--- src/rtl/rw_array_clr.sv ---
// Register array with byte-masked writes, registered read port and a
// hardware clear engine that loads init_val into every entry.
module rw_array_clr #(
  parameter int unsigned s_index  = 3,
  parameter int unsigned width    = 32,
  parameter logic [31:0] init_val = 32'h00000060,
  parameter bit          bypass   = 1'b1
) (
  input  logic               clk,
  input  logic               rst,
  input  logic               read,
  input  logic [s_index-1:0] rindex,
  input  logic               load,
  input  logic [s_index-1:0] windex,
  input  logic [width-1:0]   datain,
  input  logic [width/8-1:0] wmask,
  input  logic               clear,
  output logic [width-1:0]   dataout,
  output logic               rvalid,
  output logic               busy
);

  localparam int unsigned num_sets = 2 ** s_index;
  localparam int unsigned nbytes   = width / 8;
  localparam logic [width-1:0]   init_w = width'(init_val);
  localparam logic [s_index-1:0] last   = '1;

  localparam logic [0:0] CLEAR = 1'b0;
  localparam logic [0:0] IDLE  = 1'b1;

  if (width % 8 != 0) begin : g_width_chk
    $error("rw_array_clr: width must be a multiple of 8");
  end

  logic [0:0]         state;
  logic [s_index-1:0] clr_ptr;
  logic [width-1:0]   data [num_sets];
  logic [width-1:0]   merged;
  logic               wr_en;

  assign busy  = (state == CLEAR);
  assign wr_en = (state == IDLE) && !clear && load;

  // Write word as it will look after the masked update.
  always_comb begin
    merged = data[windex];
    for (int i = 0; i < nbytes; i++) begin
      if (wmask[i]) merged[8*i +: 8] = datain[8*i +: 8];
    end
  end

  always_ff @(posedge clk) begin
    if (state == CLEAR) data[clr_ptr] <= init_w;
    else if (wr_en)     data[windex]  <= merged;
  end

  always_ff @(posedge clk or posedge rst) begin
    if (rst) begin
      state   <= CLEAR;
      clr_ptr <= '0;
      dataout <= '0;
      rvalid  <= 1'b0;
    end else begin
      rvalid <= 1'b0;
      unique case (state)
        CLEAR: begin
          if (clr_ptr == last) state <= IDLE;
          else clr_ptr <= clr_ptr + 1'b1;
        end
        IDLE: begin
          if (clear) begin
            state   <= CLEAR;
            clr_ptr <= '0;
          end else if (read) begin
            rvalid <= 1'b1;
            if (bypass && load && rindex == windex)
              dataout <= merged;
            else
              dataout <= data[rindex];
          end
        end
      endcase
    end
  end

endmodule
--- config.mk ---
export PLATFORM = sky130hd
export DESIGN_NAME = rw_array_clr
export DESIGN_NICKNAME = d
export VERILOG_FILES = /design/src/rtl/rw_array_clr.sv
export SDC_FILE = /design/constraint.sdc
export NUM_CORES = 1
export LEC_CHECK = 0
export CAP_MARGIN = 20
export CORE_MARGIN = 2
export CORE_UTILIZATION = 65
export CTS_CLUSTER_DIAMETER = 80
export DETAILED_ROUTE_END_ITERATION = 10
export PLACE_DENSITY = 0.88
export SYNTH_ARGS = -nofsm -noshare
export SYNTH_HDL_FRONTEND = slang
export SYNTH_SLANG_ARGS = --single-unit
--- constraint.sdc ---
create_clock -name clk -period 6.8 [get_ports clk]
set_input_delay 1.02 -clock clk [delete_from_list [all_inputs] [get_ports clk]]
set_output_delay 1.02 -clock clk [all_outputs]
set_load 0.1 [all_outputs]
## Word-level counts from Yosys, hierarchy flattened

Memory sizes are Yosys's and may differ from the RTL's. A register that Yosys moved wholly into a read port is not among the register bits.
Cells that the tools add are included.

| storage, ports and cells | value |
|---|---|
| output and inout port bits | 34 |
| bits in registers | 5 |
| logic and storage cells | 36 |
| bits in read-only memories | 0 |
| memories | 1 |
| bits of input ports | 47 |
| RAM bits | 256 |
| latch bits | 0 |

| operators by class | value |
|---|---|
| order comparisons | 0 |
| shift-type cells | 0 |
| $add $sub $neg | 1 |
| bitwise gates (word level) | 2 |
| reductions and logical operators | 6 |
| equality and inequality tests | 3 |
| multiply operators | 0 |
| divide/modulo/power cells | 0 |
| muxes and demuxes | 20 |

Memories:

| memory | depth | bits a word | rd ports | clocked after memory_dff | write ports | RTL line | source |
|---|---|---|---|---|---|---|---|
| data | 8 | 32 | 2 | 1 | 1 | 37 | `logic [width-1:0] data [num_sets];` |

Operator list:

| cell | count |
|---|---|
| 32-bit 2-to-1 mux | 1 |
| 8-bit 2-to-1 mux | 4 |
| 32-bit OR reduction | 1 |
| 1-bit 2-to-1 mux | 10 |
| 3-bit 2-to-1 mux | 3 |
| 3-bit one-hot mux with 2 select lines | 1 |
| 2-bit != test, second input constant | 2 |
| 3-bit by 1-bit adder with 3-bit output, second input constant | 1 |
| 3-bit equality test, second input constant | 1 |
| 3-bit AND reduction | 1 |
| 1-bit logical AND | 2 |
| 1-bit inverter | 2 |
| 1-bit one-hot mux with 2 select lines | 1 |
| 2-bit AND reduction | 1 |
| 1-bit logical NOT | 1 |

## Logic depth before layout (Yosys ltp)

Gate-level depths: netlist of the first run.

| depth | value |
|---|---|
| depth after elaboration | 8 |
| depth in mapped cells | 10 |
| gate-level depth less buffers | 6 |

## Least setup slack after synthesis of the first run

No wires, ideal clock.

| timing | value |
|---|---|
| path kind | input -> register |
| start | input port clear |
| end | memory data[6][0] (enable) |
| setup time | 421 ps |
| path buffers | 2 |
| data arrival time | 3135 ps |
| required time | 6379 ps |
| slack | 3244 ps |
| cell stages on the path | 6 |
| cells stage by stage | nand3b_4 -> buf_6 -> clkbuf_1 -> and3_1 -> a21oi_1 -> nor2_1 |

| on the way | value |
|---|---|
| cells in the longest elaborated chain, start to end | 8 |
| elaborated cells on any way between the ends | 9 |
| classes of those cells | mux: 5; reduce/logical: 4 |

Ends and longest elaborated chain:

| element | RTL line | source |
|---|---|---|
| start, declared | 17 | `input logic clear,` |
| 1-bit logical NOT * | 42 | `assign wr_en = (state == IDLE) && !clear && load;` |
| 1-bit logical AND * (2 in series) | 42 |  |
| 1-bit 2-to-1 mux * | 54 | `else if (wr_en) data[windex] <= merged;` |
| 1-bit 2-to-1 mux * | 53 | `if (state == CLEAR) data[clr_ptr] <= init_w;` |
| 1-bit 2-to-1 mux (implied by the code) * | 54 |  |
| 32-bit OR reduction (no line) | - |  |
| 3-bit 2-to-1 mux (no line) / 1-bit 2-to-1 mux (equally long branches) | - |  |
| end, declared | 37 |  |

Mark *: on every way between the ends. The rest lies on a longest branch, timed or not.

==> metrics.json, run 1 <==
{
  "result_of_the_run": "finished, final reports clean",
  "detailroute.via_count": 8986,
  "finish.instance_area_sq_um": 16000,
  "critPathKind": "in2reg",
  "timing.critical_path.to_type": "flop",
  "dpl.hpwl_um": 18900,
  "number_of_violations_reported_at_the_end_of_detailed_routing_iteration_0": 1151,
  "fraction_of_the_cycle_the_final_worst_path_needs_pct": 60.3,
  "setup_violations": 0,
  "layout.nets": 970,
  "timing_worst_slew_pin_value_ns": 1.12,
  "grt_antenna_before_repair": 0,
  "post_dp_cell_area_sq_um": 15000,
  "numPlacedInstances": 1162,
  "tritoncts_clock_tree": "yes",
  "clock_latency_ns": 0.57,
  "worstHoldStart": "dataout[9]",
  "final-max-slew-violation-count": 0,
  "cts-root-to-sink-buffers": 3,
  "proportion_of_layout_cells_with_a_drive_suffix_above_1_pct": 23.7,
  "netlist_area_sq_um": 14100,
  "worstRegToRegCells": 4,
  "quantity_of_hold_fixing_buffers_added_after_cts": 0,
  "critPathMaxStageDelay_ns": 0.93,
  "timing.max_cap.violations": 0,
  "clock_skew_ns": 0.0201,
  "grt.overflow.total": 0,
  "drt_pre_antenna_iters": 6,
  "layout.area.seq_sq_um": 8610,
  "postCtsSetupRepairBufs": 0,
  "synth_top_cells_by_count": "edfxtp_1, mux2_2, mux4_2",
  "synth_seq_cells": 293,
  "regToRegStartpoint": "state",
  "synth_sequential_area_ratio_pct": 61.2,
  "grt.total_usage_pct": 31.6,
  "multiInputGateArea_sq_um": 4980,
  "drt_total_wl_um": 35300,
  "number_of_global_route_vias_before_repair": 9169,
  "rows": 53,
  "hold_path_class": "reg2reg",
  "max_clock_freq_mhz": 244,
  "filler_cell_count": 1186,
  "synth-async-reset-ratio_pct": 12.6,
  "syn-num-nets": 916,
  "start_util_pct": 66.5,
  "final_critical_delay_including_setup_and_external_delays_ns": 4.10,
  "totalNegativeSetupSlack_ns": 0,
  "clkSlewWorstSetupHoldPaths_ns": 0.06,
  "yosysTopAreaCell": "edfxtp_1",
  "maxSlewHeadroom_pct": 25.4,
  "synth_warnings": 0,
  "post_synth_inst_count": 867,
  "floorplan.die_area_sq_um": 22800,
  "power_mw": 6.76,
  "worst-endpoint-arrival_ns": 4.53,
  "critical_path.cell_chain": "clkdlybuf4s50_1 > nor2b_2 > buf_4 > a21oi_1 > a221oi_1 > nand4_1 > o311ai_1",
  "syn_avg_cell_area_sq_um": 16.2,
  "post_synth_edffs": 256,
  "grt_setup_unrepaired": "false",
  "antenna_cells_inserted": 0,
  "gpl.final_weighted_congestion": 0.799,
  "r2r-end": "data[6][27]",
  "critPathSlowestCell": "a221oi_1",
  "cellLeakagePower_nw": 5.57,
  "hold-worst-slack_ns": 0.498,
  "critical_path_required_ns": 7.24,
  "core-area_sq_um": 21200,
  "most_frequently_used_cell_type_in_the_post_synthesis_netlist": "edfxtp_1",
  "detail_route.drc_violations": 0,
  "layout-area-overhead-vs-synth_pct": 14.0,
  "ff2ff_setup_slack_ns": 3.97,
  "port-buffer-count": 80,
  "die_outline_width_um": 151,
  "synth_top_cells_by_area": "edfxtp_1, mux4_2, dfrtp_1",
  "synth_ff_type": "edfxtp_1",
  "floorplan.io_pins": 81,
  "hold_violations": 0,
  "detail_route.wl_per_cell_um": 28.9,
  "cts_root_buf": "clkbuf_16",
  "cts_resized": 0,
  "hold_path_depth": 2,
  "clock_h_tree_levels": 1,
  "vdd.ir_drop.worst_v": 0.000311,
  "largest_driver_fanout_on_the_critical_path": 18,
  "cts_sinks": 293,
  "stdcell_count": 1220,
  "critPathLaunchType": "primary input",
  "grt_max_degree": 66,
  "worstHoldEndpoint": "dataout[9]",
  "cts_buffers": 30,
  "yosys.area.top_type_share_pct": 54.7,
  "route.antenna.remaining_nets": 0,
  "die_y_um": 151,
  "synth_cell_type_count": 42,
  "routed_via_density": 7.37,
  "power.density_nw_per_um2": 422,
  "first_pass_grt_wire_length_um": 53500
}
-- flip-flops by register name, indices dropped and copies added (netlist names) --
signal,cells
clr_ptr,3
data,256
dataout,32
rvalid,1
state,1
-- cells in the final DEF (no fill, tap or decap), types with 31 or more instances in the layout --
cell,count
mux2_1,49
dfrtp_1,37
inv_1,31
mux2_2,71
nand4_1,32
a21oi_1,33
nand2_1,35
edfxtp_1,256
mux4_2,66
mux2i_1,39
clkdlybuf4s50_1,76
o311ai_1,32
a221oi_1,32
-- critical path: cells and delay by family --
family / cells / cell delay [ns]
and+or+nand+nor: 2 / 1.18
buffers and inverters: 2 / 1.11
AOI/OAI and AO/OA: 3 / 1.19
-- power breakdown --
group	internal [mW]	switching [mW]
Sequential	2.59	0.262
Clock	0.908	0.690
Combinational	0.701	1.61
Total	4.20	2.56
-- cells by family (layout without fill, tap and decap cells) --
kind of cell | after synthesis | in the layout | synth area share, %
and+or+nand+nor | 91 | 91 | 3.46
muxes | 226 | 226 | 23.1
AOI/OAI and AO/OA | 138 | 138 | 7.84
adders and majority gates | 2 | 2 | 0.178
buffers and inverters | 113 | 191 | 3.86
xor gates and xnor gates | 4 | 4 | 0.303
DFF | 293 | 293 | 61.2
-- per-stage QoR --
stage | worst slack (ns) | util (%)
after global placement | 2.53 | 70.8
after CTS | 2.79 | 75.6
after global routing | 2.61 | 75.8
final | 2.70 | 75.8
after detailed placement | 2.29 | 71.1
after floorplan | 3.24 | -
-- how the worst max path moves through the flow --
stage,start,to,cells past startpoint,slack (ns)
5_1_grt,windex[1],dataout[2],7,2.61
2_1_floorplan,clear,data[6][0],6,3.24
4_1_cts,windex[1],dataout[2],7,2.79
3_3_place_gp,windex[1],data[3][17],4,2.53
3_5_place_dp,windex[1],dataout[12],7,2.29
6_report,windex[1],dataout[2],7,2.70
-- final cells by class --
| cell class | instances | share of cell area, % |
|---|---|---|
| clock buffers | 39 | 5.02 |
| clock inverters | 17 | 0.890 |
| inverters | 33 | 0.773 |
| multi-input cells | 461 | 31.1 |
| flip-flops and latches | 293 | 53.7 |
| well taps | 275 | 2.15 |
| repair buffers | 102 | 6.37 |
-- per-layer routing --
layer  vias up  global-route usage, %  routed length, um
met1      4499                   42.8              13100
met2       647                   51.4              17200
met5         -                  0.682                  0
li1       3719                      -                  -
met3       121                   5.57               3600
met4         0                   13.6               1330
Power figures use the tool's default switching activity.
==> run 2, diff against run 1 <==
--- a/config.mk
+++ b/config.mk
@@ -7,10 +7,10 @@
 export LEC_CHECK = 0
 export CAP_MARGIN = 20
 export CORE_MARGIN = 2
-export CORE_UTILIZATION = 65
+export CORE_UTILIZATION = 60
 export CTS_CLUSTER_DIAMETER = 80
 export DETAILED_ROUTE_END_ITERATION = 10
-export PLACE_DENSITY = 0.88
+export PLACE_DENSITY = 0.82
 export SYNTH_ARGS = -nofsm -noshare
 export SYNTH_HDL_FRONTEND = slang
 export SYNTH_SLANG_ARGS = --single-unit
==> constraint.sdc (replaced) <==
create_clock -name clk -period 3.8 [get_ports clk]
set_input_delay 0.57 -clock clk [delete_from_list [all_inputs] [get_ports clk]]
set_output_delay 0.57 -clock clk [all_outputs]
set_load 0.1 [all_outputs]
==> metrics.json, run 2 (synthesis gave the netlist of run 1 again) <==
{
  "cts_root_buf": {"value": "clkbuf_16", "change": "unchanged"},
  "layout.cells.most_common_list": {"value": "edfxtp_1, clkdlybuf4s50_1, mux2_2, mux4_2, buf_4", "change": "was edfxtp_1, clkdlybuf4s50_1, mux2_2, mux4_2, mux2_1"},
  "detail_route.wl_per_cell": {"value": 28.1, "unit": "um", "change": "was 28.9 um"},
  "critPathKind": {"value": "reg2out", "change": "was in2reg"},
  "cts_resized": {"value": 0, "change": "unchanged"},
  "numPlacedInstances": {"value": 1251, "change": "was 1162"},
  "pre_cts_ws": {"value": 0.614, "unit": "ns", "change": "was 2.29 ns"},
  "final_util": {"value": 71.4, "unit": "%", "change": "was 75.8%"},
  "drt_total_wl": {"value": 36800, "unit": "um", "change": "was 35300 um"},
  "final_critical_delay_including_setup_and_external_delays_ns": 2.93,
  "gpl.final_weighted_congestion": {"value": 0.790, "change": "was 0.799"},
  "number_of_global_route_vias_before_repair": {"value": 9533, "change": "was 9169"},
  "clock_skew": {"value": 0.0154, "unit": "ns", "change": "was 0.0201 ns"},
  "cts_sinks": {"value": 293, "change": "unchanged"},
  "stdcell_count": {"value": 1308, "change": "was 1220"},
  "maxSlewHeadroom": {"value": 32.7, "unit": "%", "change": "was 25.4%"},
  "critical_path.cell_chain": {"value": "inv_1 > clkdlybuf4s50_1", "change": "was clkdlybuf4s50_1 > nor2b_2 > buf_4 > a21oi_1 > a221oi_1 > nand4_1 > o311ai_1"},
  "detailroute.via_count": {"value": 9130, "change": "was 8986"},
  "hold_violations": {"value": 0, "change": "unchanged"},
  "detail_route.drc_violations": {"value": 0, "change": "unchanged"},
  "filler_cell_count": {"value": 1456, "change": "was 1186"},
  "dpl.hpwl": {"value": 20400, "unit": "um", "change": "was 18900 um"},
  "critPathLaunchType": {"value": "flop", "change": "was primary input"},
  "grt.total_usage": {"value": 30.5, "unit": "%", "change": "was 31.6%"},
  "cts-root-to-sink-buffers": {"value": 3, "change": "unchanged"},
  "number_of_violations_reported_at_the_end_of_detailed_routing_iteration_0": {"value": 1096, "change": "was 1151"},
  "grt_max_degree": {"value": 68, "change": "was 66"},
  "layout.nets": {"value": 1014, "change": "was 970"},
  "hold_path_class": {"value": "in2async", "change": "was reg2reg"},
  "cellLeakagePower": {"value": 5.88, "unit": "nW", "change": "was 5.57 nW"},
  "critical_path.top_delay_family": {"value": "buffers and inverters", "change": "was compound AO/OA/AOI/OAI gates"},
  "max_flop_register": {"value": "data", "change": "unchanged"},
  "tritoncts_clock_tree": {"value": "yes", "change": "unchanged"},
  "critPathSlowestCell": {"value": "clkdlybuf4s50_1", "change": "was a221oi_1"},
  "critical_path_required": {"value": 3.23, "unit": "ns", "change": "was 7.24 ns"},
  "largest_driver_fanout_on_the_critical_path": {"value": 9, "change": "was 18"},
  "timing.critical_path.to_type": {"value": "primary output", "change": "was flop"},
  "grt_setup_unrepaired": {"value": "false", "change": "unchanged"},
  "cp_num_buf_inv": {"value": 2, "change": "unchanged"},
  "fraction_of_the_cycle_the_final_worst_path_needs_pct": 77.2,
  "start_util": {"value": 60.5, "unit": "%", "change": "was 66.5%"},
  "worst-endpoint-arrival": {"value": 2.36, "unit": "ns", "change": "was 4.53 ns"},
  "port-buffer-count": {"value": 80, "change": "unchanged"},
  "quantity_of_hold_fixing_buffers_added_after_cts": {"value": 0, "change": "unchanged"},
  "timing_worst_slew_pin_value": {"value": 1.01, "unit": "ns", "change": "was 1.12 ns"},
  "core-area": {"value": 23300, "unit": "sq um", "change": "was 21200 sq um"},
  "first_pass_grt_wire_length": {"value": 55900, "unit": "um", "change": "was 53500 um"},
  "hold-worst-slack": {"value": 0.309, "unit": "ns", "change": "was 0.498 ns"},
  "post_dp_cell_area": {"value": 15500, "unit": "sq um", "change": "was 15000 sq um"},
  "final.setup.worst_slack": {"value": 0.868, "unit": "ns", "change": "was 2.70 ns"},
  "clkSlewWorstSetupHoldPaths": {"value": 0.06, "unit": "ns", "change": "about the same"},
  "grt_antenna_before_repair": {"value": 0, "change": "unchanged"},
  "largest_register_ffs": {"value": 256, "change": "unchanged"},
  "grt.overflow.total": {"value": 0, "change": "unchanged"},
  "setup_violations": {"value": 0, "change": "unchanged"},
  "die_y": {"value": 157, "unit": "um", "change": "was 151 um"},
  "clock_h_tree_levels": {"value": 1, "change": "unchanged"},
  "layout-area-overhead-vs-synth": {"value": 18.1, "unit": "%", "change": "was 14.0%"},
  "clock_latency": {"value": 0.56, "unit": "ns", "change": "was 0.57 ns"},
  "result_of_the_run": {"value": "finished, final reports clean", "change": "unchanged"},
  "final-max-slew-violation-count": {"value": 0, "change": "unchanged"},
  "finish.instance_area": {"value": 16600, "unit": "sq um", "change": "was 16000 sq um"},
  "postCtsSetupRepairBufs": {"value": 0, "change": "unchanged"},
  "critPathMaxStageDelay": {"value": 1.15, "unit": "ns", "change": "was 0.93 ns"},
  "max_clock_freq_mhz": 341,
  "cts_buffers": {"value": 30, "change": "unchanged"},
  "floorplan.io_pins": {"value": 81, "change": "unchanged"},
  "rows": {"value": 56, "change": "was 53"},
  "totalNegativeSetupSlack": {"value": 0, "unit": "ns", "change": "unchanged"},
  "antenna_cells_inserted": {"value": 0, "change": "unchanged"},
  "power.density": {"value": 757, "unit": "nW/um^2", "change": "was 422 nW/um^2"},
  "most_common_cell_after_layout_fill_and_taps_aside": {"value": "edfxtp_1", "change": "unchanged"},
  "vdd.ir_drop.worst": {"value": 0.000546, "unit": "V", "change": "was 0.000311 V"},
  "timing.max_cap.violations": {"value": 0, "change": "unchanged"},
  "die_outline_width": {"value": 157, "unit": "um", "change": "was 151 um"},
  "power": {"value": 12.6, "unit": "mW", "change": "was 6.76 mW"},
  "largest_registers": {"value": "data (256), dataout (32), clr_ptr (3)", "change": "unchanged"},
  "routed_via_density": {"value": 6.98, "change": "was 7.37"},
  "floorplan.die_area": {"value": 24700, "unit": "sq um", "change": "was 22800 sq um"},
  "drt_pre_antenna_iters": {"value": 6, "change": "unchanged"},
  "proportion_of_layout_cells_with_a_drive_suffix_above_1": {"value": 27.9, "unit": "%", "change": "was 23.7%"},
  "route.antenna.remaining_nets": {"value": 0, "change": "unchanged"}
}
## run 2: cell types whose count changed in the layout (fill, tap and decap cells not counted), sizes merged
| cell | before | now |
|---|---|---|
| buf | 26 | 70 |
| bufinv | 2 | 6 |
| clkbuf | 39 | 37 |
| clkinv | 15 | 10 |
| clkinvlp | 0 | 2 |
| inv | 33 | 34 |
## run 2: where the power goes
group          leakage, nW  internal, mW  switching [mW]  total (mW)
Sequential            2.87          4.63           0.474        5.10
Combinational         2.48          1.33            2.93        4.26
Clock                0.534          1.96            1.25        3.20
Total                 5.88          7.91            4.65        12.6
## run 2: layout make-up
class | instances | area [sq um] | share of cell area, %
tap | 319 | 399 | 2.40
sequential | 293 | 8610 | 51.9
clock inverter | 19 | 263 | 1.58
multi-input combinational | 461 | 4980 | 30.0
clock buffer | 37 | 828 | 4.99
inverter | 33 | 124 | 0.746
timing repair buffer | 146 | 1390 | 8.39
## run 2: final timing paths
| check | from | to | slack, ns | cells past startpoint |
|---|---|---|---|---|
| setup / recovery | state | busy | 0.87 | 2 |
| hold / removal | rst | dataout[27] | 0.31 | 2 |
| setup reg to reg | state | dataout[3] | 1.26 | 6 |
| hold reg to reg | dataout[26] | dataout[26] | 0.50 | 2 |
| max in group asynchronous | rst | dataout[16] | 2.97 | 3 |
| min in group clk | dataout[26] | dataout[26] | 0.50 | 2 |
## run 2: per-layer routing
| layer | share of wire, % | track usage (%) | up-vias |
|---|---|---|---|
| li1 | - | - | 3798 |
| met1 | 37 | 40.5 | 4603 |
| met2 | 49 | 50.1 | 618 |
| met3 | 11 | 5.86 | 111 |
| met4 | 3.5 | 12.6 | 0 |
| met5 | 0 | 0 | - |
==> run 3, diff against run 2 <==
==> constraint.sdc (replaced) <==
create_clock -name clk -period 3 [get_ports clk]
set_input_delay 0.45 -clock clk [delete_from_list [all_inputs] [get_ports clk]]
set_output_delay 0.45 -clock clk [all_outputs]
set_load 0.1 [all_outputs]
==> metrics.json, run 3 (synthesis gave the netlist of run 1 again) <==
{
  "clock_skew": {"value": 0.0164, "unit": "ns", "change": "was 0.0154 ns"},
  "gpl.final_weighted_congestion": {"value": 0.837, "change": "was 0.790"},
  "routed-wl-met2": {"value": 18100, "unit": "um", "change": "about the same"},
  "final_critical_delay_including_setup_and_external_delays_ns": 2.41,
  "vdd.ir_drop.worst": {"value": 0.000807, "unit": "V", "change": "was 0.000546 V"},
  "route.antenna.remaining_nets": {"value": 0, "change": "unchanged"},
  "largest_registers": {"value": "data (256), dataout (32), clr_ptr (3)", "change": "unchanged"},
  "drt_pre_antenna_iters": {"value": 8, "change": "was 6"},
  "drt_total_wl": {"value": 37400, "unit": "um", "change": "was 36800 um"},
  "worst-endpoint-arrival": {"value": 2.72, "unit": "ns", "change": "was 2.36 ns"},
  "max_clock_freq_mhz": 414,
  "grt.total_usage": {"value": 30.9, "unit": "%", "change": "was 30.5%"},
  "layout-area-overhead-vs-synth": {"value": 18.8, "unit": "%", "change": "was 18.1%"},
  "power.density": {"value": 946, "unit": "nW/um^2", "change": "was 757 nW/um^2"},
  "setup_violations": {"value": 0, "change": "unchanged"},
  "critPathKind": {"value": "reg2reg", "change": "was reg2out"},
  "tritoncts_clock_tree": {"value": "yes", "change": "unchanged"},
  "cts_resized": {"value": 0, "change": "unchanged"},
  "grt_setup_unrepaired": {"value": "false", "change": "unchanged"},
  "timing.max_cap.violations": {"value": 0, "change": "unchanged"},
  "combinationalPowerShare": {"value": 35.0, "unit": "%", "change": "was 33.9%"},
  "most_common_cell_after_layout_fill_and_taps_aside": {"value": "edfxtp_1", "change": "unchanged"},
  "critPathMaxStageDelay": {"value": 0.71, "unit": "ns", "change": "was 1.15 ns"},
  "timing_worst_slew_pin_value": {"value": 1.10, "unit": "ns", "change": "was 1.01 ns"},
  "power": {"value": 15.8, "unit": "mW", "change": "was 12.6 mW"},
  "die_y": {"value": 157, "unit": "um", "change": "unchanged"},
  "layout.cells.most_common_list": {"value": "edfxtp_1, buf_4, mux2_2, mux4_2, mux2_1", "change": "was edfxtp_1, clkdlybuf4s50_1, mux2_2, mux4_2, buf_4"},
  "crit_path_start": {"value": "state", "change": "unchanged"},
  "pwr-share-clk": {"value": 24.2, "unit": "%", "change": "was 25.5%"},
  "crit_path_end": {"value": "data[3][10]", "change": "was busy"},
  "core-area": {"value": 23300, "unit": "sq um", "change": "unchanged"},
  "hold_violations": {"value": 0, "change": "unchanged"},
  "quantity_of_hold_fixing_buffers_added_after_cts": {"value": 0, "change": "unchanged"},
  "detailroute.via_count": {"value": 9327, "change": "was 9130"},
  "worstRegToRegCells": {"value": 5, "change": "was 6"},
  "met3_wirelength": {"value": 4090, "unit": "um", "change": "was 3980 um"},
  "maxSlewHeadroom": {"value": 26.7, "unit": "%", "change": "was 32.7%"},
  "timing.critical_path.to_type": {"value": "flop", "change": "was primary output"},
  "clock_h_tree_levels": {"value": 1, "change": "unchanged"},
  "critPathLaunchType": {"value": "flop", "change": "unchanged"},
  "cts_root_buf": {"value": "clkbuf_16", "change": "unchanged"},
  "critPathSlowestCell": {"value": "a22oi_1", "change": "was clkdlybuf4s50_1"},
  "fraction_of_the_cycle_the_final_worst_path_needs_pct": 80.5,
  "detail_route.drc_violations": {"value": 0, "change": "unchanged"},
  "largest_register_ffs": {"value": 256, "change": "unchanged"},
  "route.top_layer_used": {"value": "met4", "change": "unchanged"},
  "critical_path_required": {"value": 3.30, "unit": "ns", "change": "was 3.23 ns"},
  "proportion_of_layout_cells_with_a_drive_suffix_above_1": {"value": 31.7, "unit": "%", "change": "was 27.9%"},
  "pre_cts_ws": {"value": 0.0791, "unit": "ns", "change": "was 0.614 ns"},
  "hold_path_class": {"value": "in2async", "change": "unchanged"},
  "cp_num_buf_inv": {"value": 1, "change": "was 2"},
  "detail_route.wl_per_cell": {"value": 28.2, "unit": "um", "change": "was 28.1 um"},
  "cts_sinks": {"value": 293, "change": "unchanged"},
  "cts_buffers": {"value": 30, "change": "unchanged"},
  "critical_path_depth": {"value": 5, "change": "was 2"},
  "p_int": {"value": 9.86, "unit": "mW", "change": "was 7.91 mW"},
  "rows": {"value": 56, "change": "unchanged"},
  "grt_antenna_before_repair": {"value": 0, "change": "unchanged"},
  "max_flop_register": {"value": "data", "change": "unchanged"},
  "cts-root-to-sink-buffers": {"value": 3, "change": "unchanged"},
  "port-buffer-count": {"value": 80, "change": "unchanged"},
  "r2r-end": {"value": "data[3][10]", "change": "was dataout[3]"},
  "critical_path.cell_chain": {"value": "and2b_1 > and2_1 > a22oi_1 > nor2_4 > buf_12", "change": "was inv_1 > clkdlybuf4s50_1"},
  "filler_cell_count": {"value": 1464, "change": "was 1456"},
  "grt_max_degree": {"value": 65, "change": "was 68"},
  "ff2ff_setup_slack": {"value": 0.59, "unit": "ns", "change": "was 1.26 ns"},
  "clock_latency": {"value": 0.57, "unit": "ns", "change": "was 0.56 ns"},
  "regToRegStartpoint": {"value": "state", "change": "unchanged"},
  "share_seq_of_total_power": {"value": 40.8, "unit": "%", "change": "was 40.6%"},
  "cellLeakagePower": {"value": 5.99, "unit": "nW", "change": "was 5.88 nW"},
  "antenna_cells_inserted": {"value": 0, "change": "unchanged"},
  "largest_driver_fanout_on_the_critical_path": {"value": 18, "change": "was 9"},
  "floorplan.die_area": {"value": 24700, "unit": "sq um", "change": "unchanged"},
  "final-max-slew-violation-count": {"value": 0, "change": "unchanged"},
  "number_of_global_route_vias_before_repair": {"value": 9439, "change": "was 9533"},
  "critical_path.top_delay_family": {"value": "simple AND/OR/NAND/NOR gates", "change": "was buffers and inverters"},
  "hold-worst-slack": {"value": 0.318, "unit": "ns", "change": "was 0.309 ns"},
  "number_of_violations_reported_at_the_end_of_detailed_routing_iteration_0": {"value": 1312, "change": "was 1096"},
  "final.setup.worst_slack": {"value": 0.586, "unit": "ns", "change": "was 0.868 ns"},
  "power.switching": {"value": 5.95, "unit": "mW", "change": "was 4.65 mW"},
  "totalNegativeSetupSlack": {"value": 0, "unit": "ns", "change": "unchanged"},
  "die_outline_width": {"value": 157, "unit": "um", "change": "unchanged"},
  "start_util": {"value": 60.5, "unit": "%", "change": "unchanged"},
  "p_sw_share": {"value": 37.6, "unit": "%", "change": "was 37.0%"},
  "routed_via_density": {"value": 7.04, "change": "was 6.98"},
  "wl_met1": {"value": 13800, "unit": "um", "change": "was 13400 um"},
  "first_pass_grt_wire_length": {"value": 56600, "unit": "um", "change": "was 55900 um"},
  "postCtsSetupRepairBufs": {"value": 0, "change": "unchanged"},
  "dpl.hpwl": {"value": 22400, "unit": "um", "change": "was 20400 um"},
  "clkSlewWorstSetupHoldPaths": {"value": 0.06, "unit": "ns", "change": "about the same"},
  "grt.overflow.total": {"value": 0, "change": "unchanged"},
  "result_of_the_run": {"value": "finished, final reports clean", "change": "unchanged"},
  "layout.nets": {"value": 1031, "change": "was 1014"},
  "floorplan.io_pins": {"value": 81, "change": "unchanged"}
}
==> run 3: area by class of cell <==
type	count	area, sq um	area share, %
sequential	293	8610	51.5
tap	319	399	2.39
inverter	33	124	0.741
clock buffer	45	827	4.95
timing repair buffer	163	1590	9.49
clock inverter	11	178	1.06
multi-input combinational	461	4980	29.8
==> run 3: power groups by stage <==
stage          clock (mW)  sequential, mW  combinational [mW]
2_1_floorplan           0            7.66                2.27
3_3_place_gp            0            6.41                5.36
3_5_place_dp            0            6.51                5.43
4_1_cts              3.84            6.44                5.47
5_1_grt              3.98            6.57                5.73
6_report             3.82            6.46                5.53
==> run 3: layer usage <==
metal / track usage (%) / up-vias
met5: 0 / -
met4: 11.5 / 0
met3: 5.09 / 122
met2: 50.0 / 700
met1: 43.1 / 4667
li1: - / 3838
==> run 3: through the flow <==
step | instances | util (%) | area (sq um)
floorplan | 867 | - | 14100
global placement | 1269 | 67.5 | 15700
detailed placement | 1269 | 67.5 | 15700
CTS | 1325 | 71.8 | 16700
global route | 1325 | 71.8 | 16700
finish | 1325 | 71.8 | 16700
==> run 3: how the worst min path moves through the flow <==
stage	cells after the start	end	start	slack, ns
after global placement	2	dataout[27]	dataout[27]	0.49
after detailed placement	2	dataout[24]	dataout[24]	0.50
after floorplan	1	clr_ptr[0]	clr_ptr[0]	0.52
after global routing	2	dataout[25]	rst	0.36
final	2	dataout[25]	rst	0.32
after CTS	2	dataout[25]	rst	0.33
==> run 3: worst reg2reg max path, cell delays in order (launching register included) <==
cell	delay (ns)
dfrtp_1	0.49
and2b_1	0.27
and2_1	0.25
a22oi_1	0.71
nor2_4	0.20
buf_12	0.24
